$ cat src/rtl/if_fetch_unit.sv
// Instruction-fetch stage: owns the PC, issues in-order imem reads, buffers returned words and
// presents the head entry to IF/ID. Define STATIC_PREDICT_EN to enable static JAL/backward-branch prediction.
module if_fetch_unit #(
  parameter logic [31:0] RESET_PC   = 32'h0000_0000,
  parameter int          FIFO_DEPTH = 2,
  parameter logic [31:0] NOP_INSTR  = 32'h0000_0013
) (
  input  logic        clk,
  input  logic        reset,
  input  logic        stall,
  input  logic        redirect_valid,
  input  logic [31:0] redirect_addr,
  output logic        imem_req,
  output logic [31:0] imem_addr,
  input  logic        imem_gnt,
  input  logic        imem_rvalid,
  input  logic [31:0] imem_rdata,
  output logic [31:0] instruction_out,
  output logic [31:0] pc_out,
  output logic        branch_or_not,
  output logic [31:0] calculated_branch_address,
  output logic        valid_out
);

  localparam int PW = (FIFO_DEPTH > 1) ? $clog2(FIFO_DEPTH) : 1;
  localparam int CW = PW + 1;
  localparam logic [CW:0] DEPTH_L = (CW+1)'(FIFO_DEPTH);

  logic [31:0]   pc_q;
  logic [31:0]   pcq_mem [FIFO_DEPTH];
  logic [PW-1:0] pcq_rd;
  logic [PW-1:0] pcq_wr;
  logic [CW-1:0] outstanding;
  logic [CW-1:0] discard_cnt;

  logic [31:0]   buf_instr  [FIFO_DEPTH];
  logic [31:0]   buf_pc     [FIFO_DEPTH];
  logic          buf_pred   [FIFO_DEPTH];
  logic [31:0]   buf_target [FIFO_DEPTH];
  logic [PW-1:0] buf_rd;
  logic [PW-1:0] buf_wr;
  logic [CW-1:0] buf_count;

  logic [CW:0]   in_use;
  logic          fire;
  logic          resp;
  logic          accept;
  logic          pop;
  logic [31:0]   resp_pc;
  logic [CW-1:0] out_next;
  logic          pred_taken;
  logic [31:0]   pred_target;

  // Outstanding requests count against buffer space so every response always has a slot.
  assign in_use    = {1'b0, outstanding} + {1'b0, buf_count};
  assign imem_req  = !reset && !redirect_valid && (in_use < DEPTH_L);
  assign imem_addr = pc_q;
  assign fire      = imem_req && imem_gnt;
  assign resp      = imem_rvalid && (outstanding != '0);
  assign accept    = resp && (discard_cnt == '0) && !redirect_valid;
  assign resp_pc   = pcq_mem[pcq_rd];
  assign out_next  = outstanding + CW'(fire) - CW'(resp);
  assign valid_out = (buf_count != '0);
  assign pop       = valid_out && !stall;

`ifdef STATIC_PREDICT_EN
  logic        is_jal;
  logic        is_bwd_branch;
  logic [31:0] imm_j;
  logic [31:0] imm_b;

  assign is_jal        = (imem_rdata[6:0] == 7'b1101111);
  assign is_bwd_branch = (imem_rdata[6:0] == 7'b1100011) && imem_rdata[31];
  assign imm_j = {{12{imem_rdata[31]}}, imem_rdata[19:12], imem_rdata[20], imem_rdata[30:21], 1'b0};
  assign imm_b = {{20{imem_rdata[31]}}, imem_rdata[7], imem_rdata[30:25], imem_rdata[11:8], 1'b0};

  always_comb begin
    pred_taken  = 1'b0;
    pred_target = 32'h0;
    if (is_jal) begin
      pred_taken  = 1'b1;
      pred_target = resp_pc + imm_j;
    end else if (is_bwd_branch) begin
      pred_taken  = 1'b1;
      pred_target = resp_pc + imm_b;
    end
  end
`else
  assign pred_taken  = 1'b0;
  assign pred_target = 32'h0;
`endif

  // Redirect outranks a predicted jump, which outranks sequential advance.
  always_ff @(posedge clk or posedge reset) begin
    if (reset) begin
      pc_q        <= RESET_PC;
      pcq_rd      <= '0;
      pcq_wr      <= '0;
      outstanding <= '0;
      discard_cnt <= '0;
      buf_rd      <= '0;
      buf_wr      <= '0;
      buf_count   <= '0;
    end else begin
      outstanding <= out_next;
      if (fire) pcq_wr <= pcq_wr + 1'b1;
      if (resp) pcq_rd <= pcq_rd + 1'b1;

      if (redirect_valid) begin
        pc_q        <= redirect_addr;
        discard_cnt <= out_next;
      end else if (accept && pred_taken) begin
        pc_q        <= pred_target;
        discard_cnt <= out_next;
      end else begin
        if (fire) pc_q <= pc_q + 32'd4;
        if (resp && (discard_cnt != '0)) discard_cnt <= discard_cnt - 1'b1;
      end

      if (redirect_valid) begin
        buf_rd    <= '0;
        buf_wr    <= '0;
        buf_count <= '0;
      end else begin
        if (accept) buf_wr <= buf_wr + 1'b1;
        if (pop)    buf_rd <= buf_rd + 1'b1;
        buf_count <= buf_count + CW'(accept) - CW'(pop);
      end
    end
  end

  always_ff @(posedge clk) begin
    if (fire) pcq_mem[pcq_wr] <= pc_q;
    if (accept) begin
      buf_instr[buf_wr]  <= imem_rdata;
      buf_pc[buf_wr]     <= resp_pc;
      buf_pred[buf_wr]   <= pred_taken;
      buf_target[buf_wr] <= pred_target;
    end
  end

  assign instruction_out           = valid_out ? buf_instr[buf_rd]  : NOP_INSTR;
  assign pc_out                    = valid_out ? buf_pc[buf_rd]     : 32'h0;
  assign branch_or_not             = valid_out ? buf_pred[buf_rd]   : 1'b0;
  assign calculated_branch_address = valid_out ? buf_target[buf_rd] : 32'h0;

endmodule

$ cat config.mk
export PLATFORM = sky130hd
export DESIGN_NAME = if_fetch_unit
export DESIGN_NICKNAME = d
export VERILOG_FILES = /design/src/rtl/if_fetch_unit.sv
export SDC_FILE = /design/constraint.sdc
export NUM_CORES = 1
export LEC_CHECK = 0
export ABC_AREA = 1
export CAP_MARGIN = 40
export CELL_PAD_IN_SITES_DETAIL_PLACEMENT = 1
export CELL_PAD_IN_SITES_GLOBAL_PLACEMENT = 1
export CORE_MARGIN = 3
export CORE_UTILIZATION = 36
export CTS_CLUSTER_SIZE = 14
export DETAILED_ROUTE_END_ITERATION = 12
export PLACE_DENSITY_LB_ADDON = 0.05
export SLEW_MARGIN = 20
export SYNTH_ARGS = -nofsm -noshare
export SYNTH_HDL_FRONTEND = slang
export SYNTH_SLANG_ARGS = --single-unit
$ cat constraint.sdc
create_clock -name clk -period 5.1 [get_ports clk]
set_input_delay 1.275 -clock clk [delete_from_list [all_inputs] [get_ports clk]]
set_output_delay 1.275 -clock clk [all_outputs]
set_load 0.01 [all_outputs]
======== Word level (Yosys, flattened, before mapping) ========
Memories as Yosys holds them, arrays and structs flattened.
Cells that the tools add are included.
cells by class
  add/subtract/negate cells ............... 11
  $mul .................................... 0
  divide/modulo/power cells ............... 0
  magnitude comparators ................... 1
  equality and inequality tests ........... 0
  shifts and indexed selects .............. 0
  muxes and demuxes ....................... 17
  bitwise operators ....................... 0
  reduce and logical (&&, ||, !) cells .... 19
operator list
  kind                                                                          count
  32-bit 2-to-1 mux                                                             5
  32-bit by 3-bit adder with 32-bit output, second input constant               1
  2-bit nonzero test                                                            7
  1-bit 2-to-1 mux                                                              9
  1-bit logical AND                                                             8
  2-bit 2-to-1 mux                                                              3
  1-bit adder, second input constant                                            4
  2-bit by 1-bit adder with 2-bit output                                        2
  2-bit by 1-bit subtractor with 2-bit output                                   2
  2-bit by 2-bit adder with 3-bit output                                        1
  1-bit logical NOT                                                             3
  3-bit by 2-bit less-than comparator with 1-bit output, second input constant  1
  2-bit logical NOT                                                             1
  2-bit by 1-bit subtractor with 2-bit output, second input constant            1
word-level totals
  register bits after elaboration ......... 42
  bits in latches ......................... 0
  bits in writable memories ............... 192
  ROM bits ................................ 0
  input bits .............................. 70
  memories kept ........................... 3
memories
  memory     words  bits a word  rd ports  clocked after memory_dff  wr ports  line  source
  buf_instr  2      32           1         0                         1         36    logic [31:0] buf_instr [FIFO_DEPTH];
  buf_pc     2      32           1         0                         1         37    logic [31:0] buf_pc [FIFO_DEPTH];
  pcq_mem    2      32           1         0                         1         30    logic [31:0] pcq_mem [FIFO_DEPTH];

======== Depth between registers and ports, before layout ========
Gate-level depths: netlist (run 1).
  depth after elaboration ................. 7
  depth in mapped cells ................... 12
  depth with buffers taken out ............ 12

======== Worst setup path after synthesis (run 1) ========
OpenSTA, ideal clock, no wires.
  kind .................................... input -> register
  start point ............................. input port redirect_valid
  end point ............................... memory buf_instr[1][0], enable pin
  library setup time ...................... 0.565 ns
  arrival time ............................ 6.033 ns
  data required time ...................... 4.535 ns
  slack ................................... -1.498 ns
  stages on the path ...................... 4
  path buffers ............................ 1
  cell sequence ........................... buf_6 > clkinv_1 > nand2_1 > nor3_1
on the way
  longest elaborated chain between the ends .. 4
ends and longest elaborated chain
  element            line  source
  start, declared    11    input logic redirect_valid,
  1-bit logical NOT  60    assign accept = resp && (discard_cnt == '0) && !redirect_valid;
  1-bit logical AND  60
  1-bit 2-to-1 mux   134   if (accept) begin
  1-bit 2-to-1 mux   -
  end, declared      36
Every way passes these cells.

======== Final worst setup path (run 1) ========
  start point ............................. input port redirect_valid
  end point ............................... output port imem_req
on the way
  longest elaborated chain between the ends .. 3
ends and longest elaborated chain
  element                         line  source
  1-bit logical NOT               56    assign imem_req = !reset && !redirect_valid && (in_use < DEPTH_L);
  1-bit logical AND (2 in a row)  56
  end, declared                   13    output logic imem_req,
Every way passes these cells.

==> results of run 1 <==
[cells in the mapped netlist, types with 3 or more instances]
library cell and number:
a21oi_1 65, and2_1 3, buf_2 4, buf_4 35, buf_6 3, clkbuf_1 25
dfrtp_1 42, edfxtp_1 192, ha_1 6, inv_1 52, nand2_1 375, nand3_1 53
nor2_1 50, o21ai_0 21, o21bai_1 6, xnor2_1 7, xor2_1 3
[sequential cells by signal, summed over array words and instances (netlist names)]
signal / cells
discard_cnt: 2
buf_rd: 1
pcq_wr: 1
buf_count: 2
buf_wr: 1
buf_pc: 64
pcq_rd: 1
imem_addr: 32
outstanding: 2
buf_instr: 64
pcq_mem: 64
[power by group through the flow]
stage | clock network (mW) | registers, mW | logic, mW
after detailed placement | 0 | 2.61 | 1.88
after CTS | 1.88 | 2.57 | 1.89
after global placement | 0 | 2.62 | 1.80
after floorplan | 0 | 2.55 | 0.983
final | 1.82 | 2.56 | 1.86
after global routing | 1.95 | 2.60 | 2.07
[worst min-delay path, stage by stage, from the launching register on]
cell,delay [ns]
edfxtp_1,0.31
nand2_1,0.05
nand2_1,0.06
[final timing paths]
path / start / to / slack [ns]
min: pcq_mem[0][24] / buf_pc[1][24] / 0.53
min reg2reg: pcq_mem[0][24] / buf_pc[1][24] / 0.53
min in group asynchronous: reset / outstanding[1] / 1.32
max: redirect_valid / imem_req / 1.23
max reg2reg: buf_count[0] / discard_cnt[1] / 2.63
max in group asynchronous: reset / buf_rd / 3.35
[logic make-up (layout without fill, tap and decap cells)]
kind of cell / Yosys count / in the layout / share of synthesized area [%]
xor gates and xnor gates: 10 / 10 / 0.8667
adders and majority gates: 7 / 7 / 0.9409
DFF: 234 / 234 / 67.45
buffers and inverters: 124 / 287 / 6.190
and+or+nand+nor: 492 / 492 / 19.60
AOI/OAI and AO/OA: 95 / 95 / 4.915
other: 1 / 33 / 0.03711
[through the flow]
stage          hold slack, ns  instances
3_3_place_gp           0.5159       1478
3_5_place_dp           0.5163       1481
4_1_cts                0.5317       1529
6_report               0.5261       1530
2_1_floorplan          0.4596        995
5_1_grt                0.5543       1530
[per-layer routing]
| layer | share of wire [%] | up-vias | global-route usage [%] |
|---|---|---|---|
| li1 | - | 3491 | - |
| met1 | 47 | 3397 | 22.51 |
| met2 | 47 | 169 | 27.38 |
| met3 | 4.8 | 27 | 2.343 |
| met4 | 1.4 | 0 | 3.007 |
| met5 | 0 | - | 0 |
[cell type report]
class | instances | area share [%]
clock inverter | 9 | 0.7318
multi-input combinational | 637 | 21.67
clock buffer | 39 | 5.701
tap | 372 | 3.582
inverter | 57 | 1.656
sequential | 234 | 52.47
timing repair buffer | 182 | 14.19
==> metrics.csv, run 1 <==
metric,value,unit
critical_path.max_stage_delay,0.53,ns
clock_latency,0.51,ns
grt_usage,16.20,%
die_w,173.5,um
cts.root.buffer_cell,clkbuf_16,
drc,0,
cp_cell_sequence,clkdlybuf4s50_1 -> nor2_4 -> nand3_1 -> inv_1 -> clkdlybuf4s50_1,
min_path_cells,2,
p_int,4.249,mW
start_kind,primary input,
fin_nets,1216,
crit_type,in2out,
area_delta_synth_final,28.57,%
p_sw_share,31.91,%
die_h,173.5,um
max-cap-violations,0,
timing.fmax,258.3,MHz
layout_commonest_cell,nand2_1,
ir_drop,0.2382,mV
finalMaxSlewViolations,0,
grt_pass1_vias,7148,
hpwlAfterDp,16980,um
final.period_utilization,75.92,%
drtIter0Drc,287,
ios,201,
worstPathMaxFanout,2,
dr.pass1.iters,4,
final_cell_mix,"nand2_1, edfxtp_1, clkdlybuf4s50_1",
worst-path-stages,5,
p_per_area,480.3,nW/um2
final_util,47.68,%
crit_top_cell,clkdlybuf4s50_1,
clockBufferDepth,3,
numPortBuffers,167,
grt_pass1_wl,39590,um
ys_seq_area_share,67.45,%
power,6.241,mW
cts_tree,built,
reg2regPathDepth,12,
fill_cells,2993,
syn-cell-area,10110,um2
netlist_top_cells_area,"edfxtp_1, nand2_1, dfrtp_1",
via_per_inst,4.630,
initial_utilization,37.08,%
post_cts_buffers,0,
rsz0062_at_grt,no,
status,completed,
hold_violations,0,
skew,0.01066,ns
core_area,27250,um2
worst_pin_slew,0.7545,ns
ys_ff_latch,234,
totalNegativeSetupSlack,0,ns
multi_input_comb_area,2815,um2
crit_slowest_cell,clkdlybuf4s50_1,
power_frac_comb,29.8,%
avgSynthCellArea,10.49,um2
ys.flop_type,edfxtp_1,
finalSetupViolations,0,
area.sequential,6818,um2
clkSinkCount,234,
path_buf_inv,3,
hold_buffers,0,
yosysUniqueCellTypes,33,
slew_headroom,49.70,%
synthesis.instances,963,
pre_cts_ws,1.206,ns
synth_top_area_cell,edfxtp_1,
n_antenna_cell,0,
drive_gt1_share,5.786,%
ctsResizeCount,0,
crit_path_end_kind,primary output,
grt_start_max_net_pins,67,
antenna_found_initial,0,
core.rowCount,60,
dpl-instance-area,12130,um2
power_leakage,4.996,nW
async_flop_share,17.95,%
hold_path.class,reg2reg,
netSwitchingPower,1.991,mW
fin_ws,1.228,ns
layout_min_cycle_time,3.872,ns
place_congestion,0.7293,
post_drt_wl_per_cell,16.30,um
synth_top_area_share,57.05,%
final_antenna_net_count,0,
cts.clk_slew.worst_paths,0.06,ns
dr_total_vias,7084,
crit_family,buffers and inverters,
dieArea,30120,um2
wl,24950,um
synth_warnings,0,
pwr-share-seq,41.1,%
htreeDepth,1,
worst_ep_required_time,3.83,ns
cts_buffers,27,
arrival,2.60,ns
grt.overflow.total,0,
synth_edf_count,192,
fin_area,12990,um2
clkPwrFrac,29.1,%
(Power assumes the default switching activity.)
==> run 2, diff against run 1 <==
==> constraint.sdc (replaced) <==
create_clock -name clk -period 3.7 [get_ports clk]
set_input_delay 0.925 -clock clk [delete_from_list [all_inputs] [get_ports clk]]
set_output_delay 0.925 -clock clk [all_outputs]
set_load 0.01 [all_outputs]
==> run 2 against run 1 <==
Hold slack better by 0.011 ns. Core utilization grew 0.20 points. Largest power group unchanged. Register-to-register slack got worse by 1.4 ns. Via count fell by 0.23%. Critical path depth shrank 1. Non-clock buffer count is 2 higher. Critical endpoint is now pc_out[9]. Die area unchanged. Highest routed layer unchanged. Sequential cell count unchanged. Final cell count up 0.13%.
==> metrics.csv, run 2 (synthesized netlist as in run 1, its figures left out) <==
metric,value,unit
status,completed,
rsz0062_at_grt,no,
final_cell_mix,"nand2_1, edfxtp_1, clkdlybuf4s50_1",
finalSetupViolations,0,
p_int,5.919,mW
clkSinkCount,234,
clock_latency,0.52,ns
cts.root.buffer_cell,clkbuf_16,
grt_start_max_net_pins,67,
wl_met1,11920,um
drc,0,
dr_wl_met3,1142,um
clockBufferDepth,3,
crit_slowest_cell,clkdlybuf4s50_1,
fin_nets,1217,
worst_ep_required_time,2.77,ns
cts.clk_slew.worst_paths,0.06,ns
cp_cell_sequence,buf_4 -> nand2_1 -> a21oi_1 -> clkdlybuf4s50_1,
netSwitchingPower,2.789,mW
core_area,27250,um2
grt.overflow.total,0,
multi_input_comb_area,2815,um2
totalNegativeSetupSlack,0,ns
crit_type,reg2out,
drtIter0Drc,295,
finalMaxSlewViolations,0,
hold_path.class,reg2reg,
via_per_inst,4.614,
crit_path_end_kind,primary output,
p_per_area,667.4,nW/um2
min_path_cells,2,
path_buf_inv,2,
cts_buffers,26,
wl_met2,11540,um
dieArea,30120,um2
ir_drop,0.2571,mV
core.rowCount,60,
skew,0.01141,ns
hpwlAfterDp,17060,um
final_antenna_net_count,0,
layout_commonest_cell,nand2_1,
area_delta_synth_final,29.12,%
wl,25010,um
die_w,173.5,um
max-cap-violations,0,
grt_usage,16.31,%
pwr-share-seq,40.2,%
critical_path.max_stage_delay,0.59,ns
reg_top3,"buf_instr: 64 flops, buf_pc: 64 flops, pcq_mem: 64 flops",
fill_cells,2999,
n_antenna_cell,0,
drive_gt1_share,6.121,%
initial_utilization,37.08,%
cts_tree,built,
post_drt_wl_per_cell,16.32,um
antenna_found_initial,0,
post_cts_buffers,0,
crit_family,buffers and inverters,
timing.fmax,294.4,MHz
htreeDepth,1,
layout_min_cycle_time,3.397,ns
final_util,47.88,%
hold_buffers,0,
p_sw_share,32.02,%
grt_pass1_vias,7154,
dr.pass1.iters,4,
die_h,173.5,um
place_congestion,0.7220,
worstPathMaxFanout,66,
start_kind,register,
final.period_utilization,91.82,%
area.sequential,6818,um2
reg2regPathDepth,12,
numPortBuffers,167,
ctsResizeCount,0,
clkPwrFrac,29.8,%
hold_violations,0,
slew_headroom,51.03,%
dr.max_layer_used,met4,
grt_pass1_wl,39520,um
power_leakage,5.019,nW
arrival,2.47,ns
power_frac_comb,30.1,%
dr_total_vias,7068,
worst_pin_slew,0.7346,ns
ios,201,
worst-path-stages,4,
==> run 2: worst reg2reg max path, delay by kind of cell, from the launching register on <==
family	cells	cell delay (ns)
XOR/XNOR	2	0.33
adder cells (fa/ha/maj)	3	0.96
buffers and inverters	3	0.20
flip-flops	1	0.43
AND/OR/NAND/NOR	4	0.47
==> run 2: stage by stage <==
step | area, um2 | hold slack (ns) | power (mW) | worst slack [ns] | instances
after floorplan | 10240 | 0.4799 | 4.865 | 0.1665 | 995
after global placement | 12160 | 0.5190 | 6.162 | 0.3344 | 1483
after detailed placement | 12180 | 0.5284 | 6.233 | 0.2444 | 1484
after CTS | 13050 | 0.5350 | 8.870 | 0.2222 | 1532
after global routing | 13050 | 0.5578 | 9.236 | 0.1228 | 1532
final | 13050 | 0.5372 | 8.708 | 0.3027 | 1532
==> run 2: cell type report <==
class	instances	area share, %
Clock buffer	38	5.485
Sequential cell	234	52.25
Timing Repair Buffer	184	14.33
Multi-Input combinational cell	637	21.57
Tap cell	372	3.567
Clock inverter	10	1.151
Inverter	57	1.649
==> run 2: path summary, 6_finish.rpt <==
| kind | startpoint | end | slack, ns |
|---|---|---|---|
| worst max-delay path | buf_rd | pc_out[9] | 0.30 |
| worst min-delay path | pcq_mem[0][1] | buf_pc[0][1] | 0.54 |
| worst max register to register | buf_count[0] | discard_cnt[1] | 1.26 |
| worst min register to register | pcq_mem[0][1] | buf_pc[0][1] | 0.54 |
| max in group asynchronous | reset | imem_addr[15] | 2.33 |
| min in group asynchronous | reset | buf_rd | 0.95 |
==> run 2: routing by layer <==
layer  global-route usage (%)  vias to the layer above
li1                         -                     3485
met1                    23.17                     3380
met2                    26.89                      175
met3                    2.387                       28
met4                    3.209                        0
met5                        0                        -
==> run 2: power by group through the flow <==
stage               combinational (mW)  sequential (mW)  clock, mW
floorplan                         1.36             3.51          0
global placement                  2.61             3.55          0
detailed placement                2.68             3.56          0
CTS                               2.69             3.51       2.67
global route                      2.92             3.55       2.77
finish                            2.62             3.50       2.59
==> run 3, diff against run 2 <==
==> constraint.sdc (replaced) <==
create_clock -name clk -period 4.3 [get_ports clk]
set_input_delay 1.075 -clock clk [delete_from_list [all_inputs] [get_ports clk]]
set_output_delay 1.075 -clock clk [all_outputs]
set_load 0.01 [all_outputs]
==> run 3 against run 2 <==
Clock skew about the same. Sequential share of layout area down 0.28 points. Count of clock-buffer cells in the layout down 8. Global-route usage down 0.063 points. Final area up 0.55%. Final cell count unchanged. Total power down 12%. Setup slack better by 0.41 ns. Critical path type unchanged. Critical endpoint unchanged. Largest cell class unchanged.
==> metrics.csv, run 3 (synthesized netlist as in run 1, its figures left out) <==
metric,value,unit
layout_commonest_cell,nand2_1,
core.rowCount,60,
status,completed,
finalNonFillerCells,1532,
dieArea,30120,um2
ios,201,
via_per_inst,4.612,
dp_cells,1484,
clock_latency,0.51,ns
area_delta_synth_final,29.83,%
antenna_found_initial,0,
clkSinkCount,234,
layout_min_cycle_time,3.589,ns
post_drt_wl_per_cell,16.19,um
start_kind,register,
final_antenna_net_count,0,
worst_pin_slew,0.6144,ns
fill_cells,2997,
cts_tree,built,
drc,0,
drive_gt1_share,6.379,%
initial_utilization,37.08,%
hold_buffers,0,
grt_pass1_wl,39560,um
critical_path.max_stage_delay,0.58,ns
cts_buffers,26,
arrival,2.51,ns
max-cap-violations,0,
cts.clk_slew.worst_paths,0.06,ns
rsz0062_at_grt,no,
numPortBuffers,167,
dr.max_layer_used,met4,
drtIter0Drc,411,
power_leakage,5.055,nW
cp-startpoint,buf_rd,
final.period_utilization,83.46,%
hold_violations,0,
p_per_area,582.1,nW/um2
post_cts_buffers,0,
hpwlAfterDp,16820,um
cp_cell_sequence,inv_2 -> buf_12 -> nand2_1 -> a21oi_1 -> clkdlybuf4s50_1,
crit_type,reg2out,
wl_met1,11700,um
die_w,173.5,um
power,7.638,mW
hp-start,imem_addr[1],
crit_path_end_kind,primary output,
place_congestion,0.7346,
hold_path.class,reg2reg,
finalSetupViolations,0,
grt_start_max_net_pins,65,
grt.overflow.total,0,
worstPathMaxFanout,50,
wl_met2,11660,um
n_antenna_cell,0,
clockBufferDepth,3,
grt_usage,16.25,%
timing.fmax,278.7,MHz
final_cell_mix,"nand2_1, edfxtp_1, clkdlybuf4s50_1",
ir_drop,0.2830,mV
core_area,27250,um2
slew_headroom,59.04,%
reg2reg_slack,1.86,ns
skew,0.01170,ns
grt_pass1_vias,7225,
dr.pass1.iters,7,
dr_wl_met3,1106,um
crit_slowest_cell,clkdlybuf4s50_1,
wl,24800,um
reg_top3,"buf_instr: 64 flops, buf_pc: 64 flops, pcq_mem: 64 flops",
die_h,173.5,um
ctsResizeCount,0,
htreeDepth,1,
worst_ep_required_time,3.22,ns
fin_nets,1217,
cts.root.buffer_cell,clkbuf_16,
reg2reg_from,buf_count[0],
finalMaxSlewViolations,0,
totalNegativeSetupSlack,0,ns
dr_total_vias,7066,
==> run 3: through the flow <==
step	utilization (%)	area [um2]	setup WS, ns	hold slack [ns]
floorplan	-	10240	0.6165	0.4799
global placement	44.53	12140	0.8114	0.5135
detailed placement	44.73	12190	0.8092	0.5164
CTS	48.15	13120	0.6421	0.5360
global route	48.15	13120	0.5488	0.5473
finish	48.15	13120	0.7113	0.5325
==> run 3: path summary, 6_finish.rpt <==
kind	cells past startpoint	endpoint
max	5	pc_out[9]
min	0	pcq_mem[1][1]
max reg2reg	12	discard_cnt[1]
min reg2reg	0	pcq_mem[1][1]
max in group asynchronous	3	imem_addr[31]
min in group asynchronous	3	buf_count[0]
==> run 3: worst max-delay path: cells and delay by family (launching register included) <==
family	cells	cell delay, ns
buffers and inverters	3	1.17
DFF	1	0.51
AOI/OAI and AO/OA	1	0.21
and+or+nand+nor	1	0.08
==> run 3: metal layers <==
| metal | track usage [%] | vias to the layer above |
|---|---|---|
| met2 | 27.51 | 175 |
| met5 | 0 | - |
| met4 | 3.176 | 0 |
| met3 | 2.409 | 26 |
| li1 | - | 3487 |
| met1 | 22.41 | 3378 |
==> run 3: power breakdown <==
group	switching, mW	internal (mW)
Sequential	0.214	2.81
Clock	0.871	1.50
Combinational	1.29	0.947
==> run 3: cell type report <==
class	instances	area [um2]	share of cell area, %
clock buffer	30	686.9	5.236
inverter	57	215.2	1.640
clock inverter	18	242.7	1.850
timing repair buffer	184	1877	14.30
multi-input combinational	637	2815	21.46
sequential	234	6818	51.96
tap	372	465.4	3.548
